**src/rtl/tile_flip_ctrl.sv**
```systemverilog
// rtl/tile_flip_ctrl.sv - sequencing controller for the 4x4 tile-flip memory game
module tile_flip_ctrl #(
  parameter int MISMATCH_CYCLES = 25000000,
  parameter int MOVE_W          = 8
) (
  input  logic              clk,
  input  logic              reset,
  input  logic              new_game,
  input  logic [63:0]       tile_symbols,
  input  logic              select_valid,
  input  logic [3:0]        select_idx,
  output logic              select_ready,
  output logic [15:0]       game_state,
  output logic [15:0]       matched_tiles,
  output logic [15:0]       mismatched_tiles,
  output logic [MOVE_W-1:0] move_count,
  output logic              game_won
);

  localparam int TW = $clog2(MISMATCH_CYCLES) + 1;

  typedef enum logic [2:0] {
    S_FIRST,
    S_SECOND,
    S_COMPARE,
    S_SHOW_MISS,
    S_WON
  } state_t;

  state_t            state_q, state_d;
  logic [63:0]       sym_q, sym_d;
  logic [3:0]        first_q, first_d;
  logic [3:0]        second_q, second_d;
  logic [15:0]       up_q, up_d;
  logic [15:0]       matched_q, matched_d;
  logic [15:0]       miss_q, miss_d;
  logic [MOVE_W-1:0] move_q, move_d;
  logic [TW-1:0]     timer_q, timer_d;

  logic        accept;
  logic [15:0] pair_mask;
  logic [3:0]  first_sym;
  logic [3:0]  second_sym;

  // Outputs come straight from registers (or decode of the state register).
  assign select_ready     = (state_q == S_FIRST) || (state_q == S_SECOND);
  assign game_won         = (state_q == S_WON);
  assign game_state       = up_q;
  assign matched_tiles    = matched_q;
  assign mismatched_tiles = miss_q;
  assign move_count       = move_q;

  assign accept     = select_valid && select_ready && !up_q[select_idx] && !matched_q[select_idx];
  assign pair_mask  = (16'd1 << first_q) | (16'd1 << second_q);
  assign first_sym  = sym_q[{first_q, 2'b00} +: 4];
  assign second_sym = sym_q[{second_q, 2'b00} +: 4];

  // Next-state and board-update logic; new_game overrides everything else.
  always_comb begin
    state_d   = state_q;
    sym_d     = sym_q;
    first_d   = first_q;
    second_d  = second_q;
    up_d      = up_q;
    matched_d = matched_q;
    miss_d    = miss_q;
    move_d    = move_q;
    timer_d   = timer_q;

    if (new_game) begin
      state_d   = S_FIRST;
      sym_d     = tile_symbols;
      up_d      = '0;
      matched_d = '0;
      miss_d    = '0;
      move_d    = '0;
      timer_d   = '0;
    end else begin
      case (state_q)
        S_FIRST: begin
          if (accept) begin
            up_d[select_idx] = 1'b1;
            first_d          = select_idx;
            state_d          = S_SECOND;
          end
        end
        S_SECOND: begin
          if (accept) begin
            up_d[select_idx] = 1'b1;
            second_d         = select_idx;
            state_d          = S_COMPARE;
          end
        end
        S_COMPARE: begin
          if (move_q != '1) begin
            move_d = move_q + 1'b1;
          end
          if (first_sym == second_sym) begin
            matched_d = matched_q | pair_mask;
            state_d   = ((matched_q | pair_mask) == 16'hFFFF) ? S_WON : S_FIRST;
          end else begin
            miss_d  = pair_mask;
            timer_d = TW'(MISMATCH_CYCLES - 1);
            state_d = S_SHOW_MISS;
          end
        end
        S_SHOW_MISS: begin
          if (timer_q == '0) begin
            up_d    = up_q & ~pair_mask;
            miss_d  = miss_q & ~pair_mask;
            state_d = S_FIRST;
          end else begin
            timer_d = timer_q - 1'b1;
          end
        end
        S_WON: begin
          state_d = S_WON;
        end
        default: begin
          state_d = S_FIRST;
        end
      endcase
    end
  end

  // State and board registers with asynchronous active-low reset.
  always_ff @(posedge clk or negedge reset) begin
    if (!reset) begin
      state_q   <= S_FIRST;
      sym_q     <= '0;
      first_q   <= '0;
      second_q  <= '0;
      up_q      <= '0;
      matched_q <= '0;
      miss_q    <= '0;
      move_q    <= '0;
      timer_q   <= '0;
    end else begin
      state_q   <= state_d;
      sym_q     <= sym_d;
      first_q   <= first_d;
      second_q  <= second_d;
      up_q      <= up_d;
      matched_q <= matched_d;
      miss_q    <= miss_d;
      move_q    <= move_d;
      timer_q   <= timer_d;
    end
  end

endmodule

```
**config.mk**
```make
export PLATFORM = sky130hd
export DESIGN_NAME = tile_flip_ctrl
export DESIGN_NICKNAME = d
export VERILOG_FILES = /design/src/rtl/tile_flip_ctrl.sv
export SDC_FILE = /design/constraint.sdc
export NUM_CORES = 1
export LEC_CHECK = 0
export CAP_MARGIN = 25
export CORE_MARGIN = 2
export CORE_UTILIZATION = 49
export DETAILED_ROUTE_END_ITERATION = 12
export GPL_TIMING_DRIVEN = 0
export HOLD_SLACK_MARGIN = 0.05
export PLACE_DENSITY = 0.87
export SLEW_MARGIN = 5
export SYNTH_ARGS = -nofsm -noshare
export SYNTH_HDL_FRONTEND = slang
export SYNTH_SLANG_ARGS = --single-unit
```
**constraint.sdc**
```tcl
create_clock -name clk -period 3.5 [get_ports clk]
set_clock_uncertainty 0.15 [all_clocks]
set_input_delay 0.7 -clock clk [delete_from_list [all_inputs] [get_ports clk]]
set_output_delay 0.7 -clock clk [all_outputs]
set_load 0.02 [all_outputs]
```
# Yosys cells after proc, flatten, opt, wreduce, memory -nomap -nowiden
# Index checks and enable logic that the tools add are counted.
[word_totals] in_bits=72 word_cells=91 output_inout_bits=58 reg_bits=157
[op_classes] n_addsub=2 bitwise_logic=7 n_shift=4 n_lt_le_gt_ge=2 muxes=31 n_reduce_logical=23 n_eq_ne=13
[ops] op="two-way mux 16 bit" count=9
[ops] op="variable part select 64 x 7 -> 4 bit" count=2
[ops] op="two-way mux 26 bit" count=3
[ops] op="one-hot mux 16 bit (2 select lines)" count=2
[ops] op="one-hot mux 26 bit (2 select lines)" count=1
[ops] op="bitwise OR 16 bit" count=3
[ops] op="AND 16 bit" count=2
[ops] op="<< shifter 1 x 4 -> 16 bit (first input constant)" count=2
[ops] op="zero test 26 bit" count=1
[ops] op="subtractor 26 x 1 -> 26 bit (second input constant)" count=1
[ops] op="two-way mux 8 bit" count=3
[ops] op="two-way mux 3 bit" count=6
[ops] op="AND reduction 3 bit" count=6
[ops] op="equality test 16 bit (second input constant)" count=1
[ops] op="NOT 16 bit" count=1
[ops] op="!= test 3 bit (second input constant)" count=5
[ops] op="one-hot mux 3 bit (5 select lines)" count=1
[ops] op="adder 8 x 1 -> 8 bit (second input constant)" count=1
[ops] op="binary-select mux 1 bit (select 4 bit)" count=2
[ops] op="!= test 8 bit (second input constant)" count=1
[ops] op="equality test 3 x 2 -> 1 bit (second input constant)" count=2
[ops] op="nonzero test 2 bit" count=3
[ops] op="nonzero test 3 bit" count=2
[ops] op="< comparator 4 x 5 -> 1 bit (second input constant)" count=1
[ops] op="14 further kinds" count=21

# Longest topological paths before layout
# Gate-level depths: netlist (run 1).
[logic_depth] depth_word=8 depth_mapped=12 mapped_depth_nobuf=10

# Least setup slack after synthesis (run 1)
# Ideal clock, no wire load.
[synth_timing] kind="register to register" startpoint="reg timer_q[0]" endpoint="reg miss_q[10] (netlist: mismatched_tiles[10])" path_slack_ps=173 path_stages_with_launch=12 synth_period_minus_slack_ps=3327 path_buffers=2 setup_ps=118 required_time_ps=3232 arrival_time_ps=3059 cell_sequence="dfrtp_1 > inv_1 > ha_1 > or4b_4 > nand4b_4 > or4_1 > buf_2 > or4_4 > o21ai_4 > a21oi_4 > buf_6 > a21o_1"
[synth_via] elab_chain_cells=3
[synth_lines] element="from (decl)" line_no="38" text="logic [TW-1:0] timer_q, timer_d;"
[synth_lines] element="from (signal assigned)" line_no="147" text="timer_q <= timer_d;"
[synth_lines] element="zero test 26 bit" line_no="108" text="if (timer_q == '0) begin"
[synth_lines] element="!= test 3 bit (no line)"
[synth_lines] element="AND reduction 3 bit (no line)"
[synth_lines] element="to (signal assigned)" line_no="145" text="miss_q <= miss_d;"
[synth_lines] element="to (decl)" line_no="36" text="logic [15:0] miss_q, miss_d;"
# No other way between the ends.
# A chain may end at the register's enable or synchronous reset.

# Worst setup path after layout (run 1)
# Ends and elaborated chain as after synthesis.

==> results of run 1 <==
[through the flow]
| step | instance area, um2 | setup TNS (ps) |
|---|---|---|
| floorplan | 8330 | 0 |
| global placement | 9887 | -762720 |
| detailed placement | 9931 | -22210 |
| CTS | 10570 | 0 |
| global route | 10590 | -371.3 |
| finish | 10590 | 0 |
[logic make-up (layout without fill, tap and decap cells)]
logic type / Yosys count / in the layout / share of synthesized area [%]
mux: 109 / 109 / 18.56
flops: 157 / 157 / 47.16
simple gates: 193 / 193 / 11.58
buf+inv: 74 / 237 / 3.710
xor+xnor: 10 / 10 / 1.051
fa+ha+maj: 2 / 2 / 0.3003
compound gates: 216 / 216 / 17.63
[Yosys cell counts, types with 3 or more instances]
| cell type | n | share of area (%) |
|---|---|---|
| a22oi_1 | 22 | 2.0 |
| a221oi_1 | 7 | 0.74 |
| a32oi_1 | 3 | 0.32 |
| o21ai_0 | 31 | 1.9 |
| a21oi_1 | 53 | 3.2 |
| nor2_1 | 36 | 1.6 |
| inv_1 | 21 | 0.95 |
| o31ai_1 | 3 | 0.27 |
| o22ai_1 | 14 | 1.1 |
| nor2b_1 | 11 | 0.83 |
| a311oi_1 | 7 | 0.74 |
| buf_6 | 3 | 0.41 |
| a21boi_0 | 5 | 0.45 |
| nand2b_1 | 7 | 0.53 |
| xnor2_1 | 5 | 0.53 |
| buf_2 | 7 | 0.42 |
| nand4_1 | 4 | 0.30 |
| and3_1 | 4 | 0.30 |
| dfrtp_1 | 157 | 47 |
| or3_1 | 9 | 0.68 |
| nor3_1 | 25 | 1.5 |
| and2_1 | 5 | 0.38 |
| or4_1 | 5 | 0.45 |
| mux2i_1 | 6 | 0.72 |
| mux4_2 | 29 | 7.8 |
| o211ai_1 | 4 | 0.36 |
| xor2_1 | 5 | 0.53 |
| nand2_1 | 57 | 2.6 |
| o2bb2ai_1 | 4 | 0.42 |
| mux2_2 | 74 | 10 |
| a31oi_1 | 6 | 0.45 |
| o32ai_1 | 5 | 0.53 |
| nand3_1 | 22 | 1.3 |
| a22o_1 | 4 | 0.42 |
| a2111oi_0 | 4 | 0.42 |
| clkbuf_1 | 40 | 1.8 |
| a211oi_1 | 8 | 0.72 |
| a21o_1 | 17 | 1.5 |
[sequential cells by signal, summed over array words and instances, names as in the netlist]
register and flops:
timer_q 26, matched_tiles 16, state_q 3, mismatched_tiles 16
game_state 16, second_q 4, first_q 4, sym_q 64
move_count 8
[metal layers]
| metal | vias up | track usage, % |
|---|---|---|
| met2 | 468 | 44.02 |
| met3 | 98 | 6.311 |
| met5 | - | 0.8333 |
| met1 | 3538 | 35.53 |
| met4 | 0 | 11.46 |
| li1 | 3180 | - |
[area by class of cell]
class,count,area [um2],area share (%)
clock inverter,4,52.55,0.4961
timing repair buffer,136,1359,12.83
inverter,22,82.58,0.7796
clock buffer,26,529.3,4.996
buffer,49,230.2,2.173
sequential,157,3930,37.10
tap,220,275.3,2.599
multi-input combinational,530,4134,39.03
[layout by cell type (no fill, tap or decap), types with 5 or more instances in the layout]
cell type,count
dfrtp_1,156
clkdlybuf4s50_1,127
mux2_2,74
nand2_1,57
a21oi_1,53
nor2_1,36
clkbuf_1,35
o21ai_0,30
mux4_2,29
nor3_1,25
a22oi_1,22
nand3_1,22
inv_1,19
a21o_1,17
clkbuf_16,17
o22ai_1,14
nor2b_1,11
or3_1,9
a211oi_1,8
nand2b_1,7
a221oi_1,7
a311oi_1,7
clkbuf_8,7
buf_4,6
mux2i_1,6
a31oi_1,6
buf_1,5
and2_1,5
xnor2_1,5
xor2_1,5
o32ai_1,5
a21boi_0,5
[critical path, delay by kind of cell, from the launching register on]
family / cells / cell delay (ps)
buffers and inverters: 3 / 450
AOI/OAI and AO/OA: 3 / 550
DFF: 1 / 410
and+or+nand+nor: 4 / 1620
adders and majority gates: 1 / 140
[power by group through the flow]
stage          sequential, mW  combinational, mW  clock [mW]
2_1_floorplan            2.18               2.16           0
3_3_place_gp             2.19               2.87           0
3_5_place_dp             2.21               2.95           0
4_1_cts                  2.21               3.02        1.83
5_1_grt                  2.27               3.35        1.91
6_report                 2.24               3.12        1.82
[repair_timing]
action | in CTS | in global routing
setup buffers | 2 | 1
gates cloned | 1 | 0
gates resized for setup | 14 | 10
endpoints found under the setup margin | 65 | 64
pin swaps | 3 | 2
[how the worst max path moves through the flow]
stage,startpoint,endpoint,slack (ps),cells after the start
finish,timer_q[0],mismatched_tiles[10],60,11
global route,select_idx[0],first_q[1],-90,8
CTS,timer_q[1],mismatched_tiles[6],10,11
detailed placement,select_idx[0],game_state[3],-550,9
global placement,reset,sym_q[23],-4730,1
floorplan,timer_q[0],mismatched_tiles[10],170,11
==> metrics.txt, run 1 <==
met2 routed WL=11.74 mm; unrepaired setup endpoints after global routing=yes; Avg Inst Size Synth=10.95 um2; r2r startpoint=timer_q[0]; arrival time worst endpoint=3600 ps; Vias/cell=6.367; critical path class=reg -> reg; DRC viols=0; Clock Power Share=25.3%; die area=18,060 um2; Hold WC Path Type=in -> async; CP peak stage delay=520 ps; FF+latch count, synth=157; critical path endpoint category=flop; vias in the first global route=7,161; Sw Share=37.91%; Post-Syn Instances=761; Design Power=7.181 mW; MaxCap Viol Count=0; Setup WS pre-CTS=-554.9 ps; EDFF count, synth=0; Slew Limit Fails=0; switching power=2.722 mW; IO buf count=128; status=finished, final reports clean; clk root buf=clkbuf_16; M1 WL=9.554 mm; PnR worst setup slack=63.90 ps; CP max-delay cell=or4_4; Top Metal Used=met4; # diodes=0; worst reg2reg path depth=11; startpoint type of the worst setup path=flop; Relative slew margins=42.38%; width of the chip=134.4 um; reg2reg setup slack=60 ps; Setup violations, final=0; Final Hold Fails=0; CTS Sinks=157; remaining antenna violation count after routing=0; H-tree depth=4; Logic pwr share=43.4%; Leak=4.292 nW; Layout Utilization=63.88%; hold_buf cts=0; DR pass1 iterations=6; global-route wire length before repair=38.16 mm; hpwl dp=17.42 mm; asr flop ratio synth=100.0%; Clock transition at path regs=60 ps; # IOs=130; synth unique cells=62; fillers=1,287; Nets=987; Power Density=677.9 nW/um2; CTS tree=built; Num CTS Buffers=17; worst slew pin tran=864.3 ps; drt initial violations=994; P&R area growth vs syn=27.16%; vias=7,284; Worst Path Max Fanout=8; share of cells above drive strength 1=18.29%; final cell count without fillers=1,144; Routed met3 length=2.155 mm; largest net degree at the start of global routing=90; min cycle time layout=3436 ps; Hold WS=78.52 ps; top_reg_cell synth=dfrtp_1; antenna violations before repair=0; Placer Congestion=0.9248; r2r endpoint=mismatched_tiles[10]; Total Routing Usage GR=27.28%; final WL=24.29 mm; fin crit share=98.17%; Skew-Pair Late Insertion Delay=430 ps; gr ovfl total=0; Syn. warnings=0; Required @ worst endpoint=3670 ps; Reg power frac=31.2%; most used cell, CP=or4_4; worst path cell trace=inv_2 -> ha_4 -> or4b_4 -> nand4b_4 -> or4_4 -> buf_4 -> or4_4 -> o21ai_4 -> a21oi_4 -> buf_6 -> a21o_1; Die H=134.4 um; core region area=16,580 um2; internal power=4.459 mW; Initial Utilization=50.23%; Clock Tree Buf Depth=2; FMAX=291.0 MHz; Mapped Nets=835; maximum VDD drop=0.4858 mV; routed len/inst=21.23 um; dpl cells=1,113; Synth Cell Area=8330 um2; # rows=47; Seq/Total Area, Yosys=47.16%
(Power assumes the default switching activity.)
==> inputs of run 2 (changes only) <==
Settings changed: CORE_ASPECT_RATIO set to 0.75, HOLD_SLACK_MARGIN 0.05 to 0.12.
==> run 2 against run 1 <==
Compared with the run above:
- the run now ends with negative setup slack left
- first-iteration DRC count increased by 7.4%
- sequential share of layout area decreased by 0.57 points
- clock power increased by 14%
- critical path depth decreased by 1
- critical path type is now in -> reg
- highest routed layer unchanged
==> metrics.txt, run 2 (synthesis results as in run 1) <==
DR pass1 iterations=6; drt initial violations=1,068; Setup violations, final=10; Initial Utilization=49.81%; routed len/inst=22.40 um; switching power=2.916 mW; CTS tree=built; Layout Utilization=64.37%; Worst Path Max Fanout=10; fillers=1,212; worst slew pin tran=817.2 ps; Total Routing Usage GR=28.99%; Hold WC Path Type=reg -> reg; maximum VDD drop=0.4133 mV; core region area=16,720 um2; largest net degree at the start of global routing=104; Final Hold Fails=0; Hold WS=369.6 ps; P&R area growth vs syn=29.23%; Design Power=7.652 mW; die area=18,070 um2; Relative slew margins=45.52%; IO buf count=128; H-tree depth=4; Required @ worst endpoint=3710 ps; critical path class=in -> reg; Largest regs=sym_q (64), timer_q (26); Reg power frac=29.4%; # diodes=0; PnR worst setup slack=-188.2 ps; Sw Share=38.11%; min cycle time layout=3688 ps; arrival time worst endpoint=3900 ps; fin crit share=105.4%; unrepaired setup endpoints after global routing=yes; commonest non-fill, non-tap cells in the layout=dfrtp_1 (154), clkdlybuf4s50_1 (127), mux2_2 (74); failing checks=negative setup slack; critical path endpoint category=flop; Skew-Pair Late Insertion Delay=440 ps; Nets=999; Slew Limit Fails=0; final cell count without fillers=1,151; # rows=41; Clock Tree Buf Depth=2; most common cell after layout, fill and taps aside=dfrtp_1; internal power=4.735 mW; Clock Power Share=27.2%; global-route wire length before repair=40.10 mm; status=complete, but fails checks; Leak=4.395 nW; gr ovfl total=0; vias in the first global route=7,418; Placer Congestion=0.9489; MaxCap Viol Count=0; Vias/cell=6.685; FMAX=271.1 MHz; DRC viols=0; Num CTS Buffers=17; clk root buf=clkbuf_16; Logic pwr share=43.4%; antenna violations before repair=0; vias=7,694; # IOs=130; max reg flops=64; startpoint type of the worst setup path=input pin; Clock transition at path regs=70 ps; Largest Register=sym_q; setup TNS=-851.8 ps; width of the chip=154.6 um; final WL=25.78 mm; dpl cells=1,108; CTS Sinks=157; Power Density=710.8 nW/um2; Die H=116.9 um; hpwl dp=17.30 mm; share of cells above drive strength 1=19.76%; remaining antenna violation count after routing=0
## run 2: cell count changes in the layout (fill, tap and decap cells not counted), moves of 3 or more
| cell | previous run | this run |
|---|---|---|
| clkbuf_8 | 7 | 1 |
| inv_6 | 0 | 4 |
| bufinv_16 | 1 | 5 |
| buf_4 | 6 | 17 |
| clkinvlp_4 | 3 | 0 |
| clkbuf_1 | 35 | 32 |
## run 2: metrics by stage
step / setup WS, ps / area [um2]
final: -188.2 / 10770
after global routing: -211.2 / 10770
after CTS: 0.5100 / 10710
after detailed placement: -699.0 / 9926
after global placement: -4813 / 9881
after floorplan: 173.4 / 8330
## run 2: power groups by stage
stage	registers, mW	clock network (mW)	logic, mW
2_1_floorplan	2.18	0	2.16
3_3_place_gp	2.19	0	2.88
6_report	2.25	2.08	3.32
4_1_cts	2.20	2.07	3.16
5_1_grt	2.27	2.15	3.54
3_5_place_dp	2.21	0	2.96
## run 2: repair_timing
item                       4_1_cts  5_1_grt
pin swaps                        4        4
gates resized for setup         21        9
cloned                           1        0
hold endpoints to repair        54        0
setup endpoints to repair       66       58
buffers inserted                 9        5
hold buffers                     1        0
## run 2: area by class of cell
type,count,area (um2),share of cell area [%]
multi-input cells,530,4146,38.52
flip-flops and latches,157,3933,36.53
repair buffers,148,1451,13.48
clock buffers,18,439.2,4.080
well taps,215,269.0,2.499
plain buffers,49,236.5,2.197
clock inverters,12,207.7,1.929
inverters,22,82.58,0.7671
## run 2: metal layers
layer | vias up | GRT usage (%) | part of all wire (%)
li1 | 3203 | - | -
met1 | 3783 | 40.33 | 41
met2 | 587 | 43.96 | 44
met3 | 121 | 7.069 | 11
met4 | 0 | 12.78 | 3.7
met5 | - | 0 | 0
## run 2: path summary, 6_finish.rpt
path | cells past startpoint | startpoint | endpoint | slack (ps)
max | 10 | select_idx[0] | game_state[11] | -190
min | 1 | mismatched_tiles[12] | mismatched_tiles[12] | 370
max reg2reg | 11 | timer_q[1] | mismatched_tiles[8] | 50
min reg2reg | 1 | mismatched_tiles[12] | mismatched_tiles[12] | 370
max in group asynchronous | 3 | reset | sym_q[34] | 1740
min in group asynchronous | 2 | reset | move_count[5] | 620
## run 2: worst max-delay path: stages
cell and delay [ps]:
clkdlybuf4s50_1 570, buf_2 270, a21oi_1 110, mux4_2 500, a21oi_1 230, o31ai_2 220, a2111oi_1 820, buf_1 200
a31oi_1 100, a21oi_1 170
